## src/rtl/mem_pkg.sv

```systemverilog
// Shared constants and types for the dual-bank memory front end.
//   DATA_W   : memory word width
//   BANK_AW  : per-bank word address width
//   CPU_AW   : CPU address width; the extra top bit selects the bank
//   state_t  : controller FSM states
//   BANK_BOT / BANK_TOP : values of the bank-select bit
package mem_pkg;

    localparam int DATA_W  = 20;
    localparam int BANK_AW = 15;
    localparam int CPU_AW  = BANK_AW + 1;

    typedef enum logic [1:0] {
        IDLE   = 2'd0,  // free for a new request
        RD_CAP = 2'd1,  // bank read issued last edge; bank do valid now
        RSP    = 2'd2   // response held until rsp_ready
    } state_t;

    localparam logic BANK_BOT = 1'b0;
    localparam logic BANK_TOP = 1'b1;

endpackage

```

## src/rtl/mem_access_ctrl_if.sv

```systemverilog
// CPU-side request/response bus of the memory front end.
//   req_valid/req_ready/req_we/req_addr/req_wdata : request channel
//   rsp_valid/rsp_ready/rsp_rdata                 : load response channel
// Modports: master = CPU side, slave = controller side.
interface mem_access_ctrl_if;
    import mem_pkg::*;

    logic              req_valid;
    logic              req_ready;
    logic              req_we;
    logic [CPU_AW-1:0] req_addr;
    logic [DATA_W-1:0] req_wdata;
    logic              rsp_valid;
    logic              rsp_ready;
    logic [DATA_W-1:0] rsp_rdata;

    modport master (
        output req_valid, req_we, req_addr, req_wdata, rsp_ready,
        input  req_ready, rsp_valid, rsp_rdata
    );

    modport slave (
        input  req_valid, req_we, req_addr, req_wdata, rsp_ready,
        output req_ready, rsp_valid, rsp_rdata
    );

endinterface

```

## src/rtl/mem_access_ctrl.sv

```systemverilog
// Front end for two 32K x 20 synchronous memory banks (bottom, top).
// Accepts single load/store requests on a valid/ready handshake, steers each
// to a bank with address bit 15, captures the 1-cycle registered read data
// and returns it on a held valid/ready response channel.
// Ports:
//   clk, rst_n            : clock, asynchronous active-low reset
//   bus (slave)           : CPU request/response channel
//   bot_addr/di/we/re/do  : bottom-bank interface (do is registered by the bank)
//   top_addr/di/we/re/do  : top-bank interface
module mem_access_ctrl
    import mem_pkg::*;
(
    input  logic                clk,
    input  logic                rst_n,
    mem_access_ctrl_if.slave    bus,
    output logic [BANK_AW-1:0]  bot_addr,
    output logic [DATA_W-1:0]   bot_di,
    output logic                bot_we,
    output logic                bot_re,
    input  logic [DATA_W-1:0]   bot_do,
    output logic [BANK_AW-1:0]  top_addr,
    output logic [DATA_W-1:0]   top_di,
    output logic                top_we,
    output logic                top_re,
    input  logic [DATA_W-1:0]   top_do
);

    state_t            state, next_state;
    logic              sel_q;
    logic              rsp_valid_q;
    logic [DATA_W-1:0] rsp_rdata_q;
    logic              accept;
    logic              sel;

    // Address and write data go to both banks unconditionally; only the
    // strobes decide which bank acts.
    assign bot_addr = bus.req_addr[BANK_AW-1:0];
    assign top_addr = bus.req_addr[BANK_AW-1:0];
    assign bot_di   = bus.req_wdata;
    assign top_di   = bus.req_wdata;

    assign sel = bus.req_addr[CPU_AW-1];

    assign bus.rsp_valid = rsp_valid_q;
    assign bus.rsp_rdata = rsp_rdata_q;

    // NOTE: every output of this block gets a default first, so no path
    // leaves a signal unassigned and no latch is inferred.
    always_comb begin
        bus.req_ready = (state == IDLE) || ((state == RSP) && bus.rsp_ready);
        // rst_n gates the accept so the bank strobes are low for the whole
        // reset period even though the state reads IDLE.
        accept        = bus.req_valid && bus.req_ready && rst_n;
        next_state    = state;
        bot_we        = 1'b0;
        bot_re        = 1'b0;
        top_we        = 1'b0;
        top_re        = 1'b0;

        if (accept) begin
            if (sel == BANK_TOP) begin
                top_we = bus.req_we;
                top_re = !bus.req_we;
            end else begin
                bot_we = bus.req_we;
                bot_re = !bus.req_we;
            end
        end

        unique case (state)
            IDLE: begin
                if (accept && !bus.req_we) next_state = RD_CAP;
            end
            RD_CAP: begin
                next_state = RSP;
            end
            RSP: begin
                // A request taken while the old response retires chains
                // straight on: a load re-enters RD_CAP, a store frees us.
                if (bus.rsp_ready) begin
                    next_state = (accept && !bus.req_we) ? RD_CAP : IDLE;
                end
            end
            default: begin
                next_state = IDLE;
            end
        endcase
    end

    // NOTE: sequential state uses non-blocking assignments so every register
    // samples pre-edge values regardless of process ordering.
    always_ff @(posedge clk or negedge rst_n) begin
        if (!rst_n) begin
            state <= IDLE;
        end else begin
            state <= next_state;
        end
    end

    always_ff @(posedge clk or negedge rst_n) begin
        if (!rst_n) begin
            sel_q       <= BANK_BOT;
            rsp_valid_q <= 1'b0;
            rsp_rdata_q <= '0;
        end else begin
            if (accept && !bus.req_we) begin
                sel_q <= sel;
            end

            if (state == RD_CAP) begin
                // The bank's registered do is valid exactly one edge after
                // the read strobe was sampled.
                rsp_valid_q <= 1'b1;
                rsp_rdata_q <= (sel_q == BANK_TOP) ? top_do : bot_do;
            end else if ((state == RSP) && bus.rsp_ready) begin
                rsp_valid_q <= 1'b0;
            end
        end
    end

endmodule

```

## src/flat_wrapper.sv

```systemverilog
// flat-port wrapper written by rule: the top's interface ports become plain ports
module mem_access_ctrl_flat import mem_pkg::*;
  (clk, rst_n, bot_addr, bot_di, bot_we, bot_re, bot_do, top_addr, top_di, top_we, top_re, top_do, bus_req_valid, bus_req_we, bus_req_addr, bus_req_wdata, bus_rsp_ready, bus_req_ready, bus_rsp_valid, bus_rsp_rdata);
  mem_access_ctrl_if bus_i ();
  input  logic clk;
  input  logic rst_n;
  output logic [BANK_AW-1:0] bot_addr;
  output logic [DATA_W-1:0] bot_di;
  output logic bot_we;
  output logic bot_re;
  input  logic [DATA_W-1:0] bot_do;
  output logic [BANK_AW-1:0] top_addr;
  output logic [DATA_W-1:0] top_di;
  output logic top_we;
  output logic top_re;
  input  logic [DATA_W-1:0] top_do;
  input wire logic [$bits(bus_i.req_valid)-1:0] bus_req_valid;
  input wire logic [$bits(bus_i.req_we)-1:0] bus_req_we;
  input wire logic [$bits(bus_i.req_addr)-1:0] bus_req_addr;
  input wire logic [$bits(bus_i.req_wdata)-1:0] bus_req_wdata;
  input wire logic [$bits(bus_i.rsp_ready)-1:0] bus_rsp_ready;
  output wire logic [$bits(bus_i.req_ready)-1:0] bus_req_ready;
  output wire logic [$bits(bus_i.rsp_valid)-1:0] bus_rsp_valid;
  output wire logic [$bits(bus_i.rsp_rdata)-1:0] bus_rsp_rdata;
  assign bus_i.req_valid = bus_req_valid;
  assign bus_i.req_we = bus_req_we;
  assign bus_i.req_addr = bus_req_addr;
  assign bus_i.req_wdata = bus_req_wdata;
  assign bus_i.rsp_ready = bus_rsp_ready;
  assign bus_req_ready = bus_i.req_ready;
  assign bus_rsp_valid = bus_i.rsp_valid;
  assign bus_rsp_rdata = bus_i.rsp_rdata;
  mem_access_ctrl u_core (.clk(clk), .rst_n(rst_n), .bus(bus_i), .bot_addr(bot_addr), .bot_di(bot_di), .bot_we(bot_we), .bot_re(bot_re), .bot_do(bot_do), .top_addr(top_addr), .top_di(top_di), .top_we(top_we), .top_re(top_re), .top_do(top_do));
endmodule
```

## config.mk

```make
export PLATFORM = sky130hd
export DESIGN_NAME = mem_access_ctrl_flat
export DESIGN_NICKNAME = d
export VERILOG_FILES = /design/src/rtl/mem_pkg.sv /design/src/rtl/mem_access_ctrl_if.sv /design/src/rtl/mem_access_ctrl.sv /design/src/flat_wrapper.sv
export SDC_FILE = /design/constraint.sdc
export NUM_CORES = 1
export LEC_CHECK = 0
export BUFFER_PORTS_ARGS = -buffer_cell sky130_fd_sc_hd__clkbuf_2
export CORE_ASPECT_RATIO = 0.5
export CORE_UTILIZATION = 38
export CTS_CLUSTER_DIAMETER = 100
export CTS_CLUSTER_SIZE = 14
export DETAILED_ROUTE_END_ITERATION = 6
export PLACE_DENSITY_LB_ADDON = 0.2
export SLEW_MARGIN = 40
export SYNTH_ARGS = -nofsm -noshare
export SYNTH_HDL_FRONTEND = slang
export SYNTH_SLANG_ARGS = --single-unit
```

## constraint.sdc

```tcl
create_clock -name clk -period 3.1 [get_ports clk]
set_clock_uncertainty 0.2 [all_clocks]
set_input_delay 0.31 -clock clk [delete_from_list [all_inputs] [get_ports clk]]
set_output_delay 0.31 -clock clk [all_outputs]
set_load 0.005 [all_outputs]
```

# After elaboration in Yosys (flattened, before gate mapping)
# Cells that the tools add are included.
# classes
eq_ne,4
mux,15
n_reduce_logical,9
# op_table
op,n
20-bit 2-to-1 mux,1
1-bit 2-to-1 mux,11
2-bit one-hot mux with 3 select lines,1
1-bit logical AND,4
2-bit 2-to-1 mux,2
"2-bit inequality test, second input constant",2
"2-bit by 1-bit == test with 1-bit output, second input constant",1
"2-bit == test, second input constant",1
2-bit logical NOT,1
2-bit AND reduction,1
2-bit nonzero test,1
1-bit logical NOT,1
1-bit logical OR,1
# word_totals
register_bits,24
input_bits,81
out_inout_bits,96

# Depth between registers and ports, before layout
# depth
word_depth,9
ltp_mapped,4
mapped_depth_nobuf,3

# Least setup slack after synthesis
# Ideal clock, no wire load.
# synth_timing
kind,flip-flop to flip-flop
startpoint,register u_core.state[0]
endpoint,register u_core.sel_q
t_arrival_ns,0.988
setup_slack_ns,1.784
stages_incl_launch_ff,4
n_path_buf,0
synth_period_minus_slack_ns,1.316
path_cell_list,dfrtp_1 nor2b_2 nand4_2 mux2_1
# synth_between
elab_chain_len,6
elab_cells_between_ends,7
classes_between,1 x eq/ne; 6 x reduce/logical
# synth_rtl
item,line_no,source
from (decl),mem_access_ctrl.sv:28,"state_t state, next_state;"
from (signal assigned),mem_access_ctrl.sv:96,state <= next_state;
2-bit == test,mem_access_ctrl.sv:50,bus.req_ready = (state == IDLE) || ((state == RSP) && bus.rsp_ready);
1-bit logical AND,mem_access_ctrl.sv:50,
1-bit logical OR *,mem_access_ctrl.sv:50,
1-bit logical AND * (2 in series),mem_access_ctrl.sv:53,accept = bus.req_valid && bus.req_ready && rst_n;
1-bit logical AND *,mem_access_ctrl.sv:106,if (accept && !bus.req_we) begin
to (signal assigned),mem_access_ctrl.sv:107,sel_q <= sel;
to (decl),mem_access_ctrl.sv:29,logic sel_q;
# Mark *: on every way between the ends. The rest lies on a longest branch, timed or not.
# A chain may end at the register's enable or synchronous reset.

# Final worst setup path
# layout_timing
startpoint,input port rst_n
endpoint,output port bot_we
# layout_between
elab_chain_len,2
# layout_rtl
item,line_no,source
from (decl),flat_wrapper.sv:6,input logic rst_n;
1-bit logical AND,mem_access_ctrl.sv:53,
1-bit 2-to-1 mux,mem_access_ctrl.sv:60,if (accept) begin
to (decl),flat_wrapper.sv:9,output logic bot_we;
# Every way passes these cells.

==> results.yml <==
outcome:
  status: "finished, final reports clean"
critical_path:
  critical_path_required_ns: 2.59
  crit_path_max_fanout: 26
  arrival_ns: 1.84
  slowest_stage: "dlygate4sd3_1"
  timing.rr.start: "u_core.sel_q$_DFFE_PN0P_"
  endpoint_kind: "output port"
  critical_path_class: "in2out"
  worst_setup_path_start_kind: "primary input"
  slowest_delay_ns: 0.52
  critPathLaunch: "rst_n"
  crit_top_cell: "clkbuf_2"
  cp_cell_sequence: "dlygate4sd3_1 -> clkbuf_2 -> nand3_1 -> nor3_1 -> clkbuf_2"
placed_design:
  port_buffers: 71
  place_hpwl_um: 2570
  place_congestion: 0.724
die:
  fp.dieH_um: 48.6
  row_count: 16
  core_area_um2: 4020
  ios: 177
  die-area_um2: 4620
  initial_core_util_pct: 41.0
  die_w_um: 95.2
clock_network:
  cts-htree-levels: 1
  cts_made_buffers: 3
  cts_buffer_depth: 2
  post_cts_resized: 0
  root_buffer: "clkbuf_8"
  clk_latency_ns: 0.26
  cts.sink_count: 24
  clk_pin_slew_ns: 0.08
  cts_tree: "done"
global_route:
  grt_max_degree: 39
  grt_overflow: 0
  use_met1_pct: 13.6
  grt_pass1_vias: 1061
  grt_pass1_wl_um: 5080
  busiest_layer: "met2"
  grtUsageMet3_pct: 5.97
  use_met2_pct: 26.7
  grt_usage_pct: 14.1
  antenna_found_initial: 0
route:
  detail_route.drc_violations: 0
  detail-route-antenna-nets: 0
  vias: 1052
  wl_um: 3210
  drt_iter0_drc: 21
  wl_per_cell_um: 13.7
  viasPerCell: 4.50
  drt_first_pass_iters: 4
power:
  p_leak_nw: 0.881
  power_density_nw_per_um2: 590
  ir_worst_vdd_mv: 0.168
sta:
  clock.fmax_ghz: 0.425
  tightest_slew_ns: 0.632
  period_needed_ns: 2.35
  timing.hold.ws_ns: 0.116
  finalHoldViolCount: 0
  maxSlewViolCount: 0
  setup_viol: 0
  setup_tns_ns: 0
  finalCritPeriodShare_pct: 76.0
  rsz0062_at_grt: "false"
  slew_headroom_pct: 57.8
worst_hold_path:
  min_from: "bot_do[3]"
  hold_class: "in2reg"
yosys:
  synth_warnings: 0
  syn-cell-area_um2: 1650
  ys_types: 18
  synth.net_count: 261
  ys_seq_area_share_pct: 36.4
  synth_cells: 180
  synth_seq_cells: 24
  synth.avg_cell_area_um2: 9.16
finish:
  layout_commonest_cell: "clkbuf_2"
  final_cell_mix: "71 x clkbuf_2, 23 x dfrtp_1, 21 x nand2_1, 20 x mux2i_1, 16 x o21ai_0"
  final_core_util_pct: 39.3
  syn_to_final_growth_pct: -4.17
  antenna_cells: 0
  final_layout_size_suffix_gt1_share_pct: 43.9
  nets: 262
flow_run:
  maxCapViolations: 0
kinds of logic (layout without fill, tap and decap cells):
family	Yosys count	count (layout)	share of synthesized area, %
flip-flops	24	24	36.4
multiplexers	21	21	12.8
buffers and inverters	81	81	35.2
AO/OA/AOI/OAI	23	23	6.98
AND/OR/NAND/NOR	31	31	8.57
metrics by stage:
step                      setup WS (ns)  total power [W]  instances  area [um^2]
after floorplan                    1.78         0.000674        180         1650
after global placement             1.26         0.000738        229         1510
after detailed placement           1.23         0.000741        229         1520
after CTS                         0.695         0.000950        234         1580
after global routing              0.561          0.00101        234         1580
final                             0.745         0.000932        234         1580
cell usage after synthesis, drive strengths merged:
master / count / area, um^2
nor3: 2 / 10.0
a21oi: 2 / 10.0
dfrtp: 24 / 601
nand4: 1 / 12.5
nor2: 2 / 7.51
mux2: 1 / 11.3
nand3: 1 / 5.00
nor2b: 2 / 15.0
inv: 4 / 15.0
nand2: 21 / 78.8
mux2i: 20 / 200
clkbuf: 2 / 10.0
o21ai: 21 / 105
nand2b: 2 / 12.5
buf: 75 / 556
layout make-up:
| cell class | count | area, um^2 |
|---|---|---|
| Fill cell | 431 | 2440 |
| Clock buffer | 4 | 55.1 |
| Inverter | 4 | 15.0 |
| Sequential cell | 24 | 602 |
| Tap cell | 54 | 67.6 |
| Timing Repair Buffer | 73 | 373 |
| Multi-Input combinational cell | 75 | 468 |
sequential cells by signal, summed over array words and instances (netlist names):
| register | count |
|---|---|
| u_core.bus.rsp_rdata | 20 |
| u_core.state | 2 |
| u_core.bus.rsp_valid | 1 |
| u_core.sel_q | 1 |
per-layer routing:
| metal | vias to the layer above | part of all wire (%) |
|---|---|---|
| met5 | - | 0 |
| met4 | 0 | 0.28 |
| met3 | 4 | 12 |
| met2 | 60 | 52 |
| met1 | 476 | 35 |
| li1 | 512 | - |
final timing paths:
| path | end | slack, ns | depth (start not counted) |
|---|---|---|---|
| worst min register to register | u_core.bus.rsp_rdata[11]$_DFFE_PN0P_ | 0.28 | 2 |
| worst min-delay path | u_core.bus.rsp_rdata[3]$_DFFE_PN0P_ | 0.12 | 3 |
| worst max-delay path | bot_we | 0.75 | 5 |
| min in group asynchronous | u_core.state[0]$_DFFE_PN0P_ | 0.40 | 2 |
| max in group asynchronous | u_core.sel_q$_DFFE_PN0P_ | 1.86 | 2 |
| worst max register to register | u_core.bus.rsp_rdata[11]$_DFFE_PN0P_ | 1.63 | 2 |
repair_timing:
action                                  4_1_cts  5_1_grt
hold endpoints to repair                     24        0
hold buffers                                  1        0
endpoints found under the setup margin        0        0
setup buffers                                 0        0
where the power goes:
group | switching, W | internal, W
clock | 0.0000921 | 0.000113
combinational | 0.000107 | 0.000146
sequential | 0.0000762 | 0.000398
total | 0.000275 | 0.000656
critical path: cells and delay by family:
kind                   cells  cell delay (ns)
and+or+nand+nor            2             0.35
buffers and inverters      3             1.17
(Power assumes the default switching activity.)
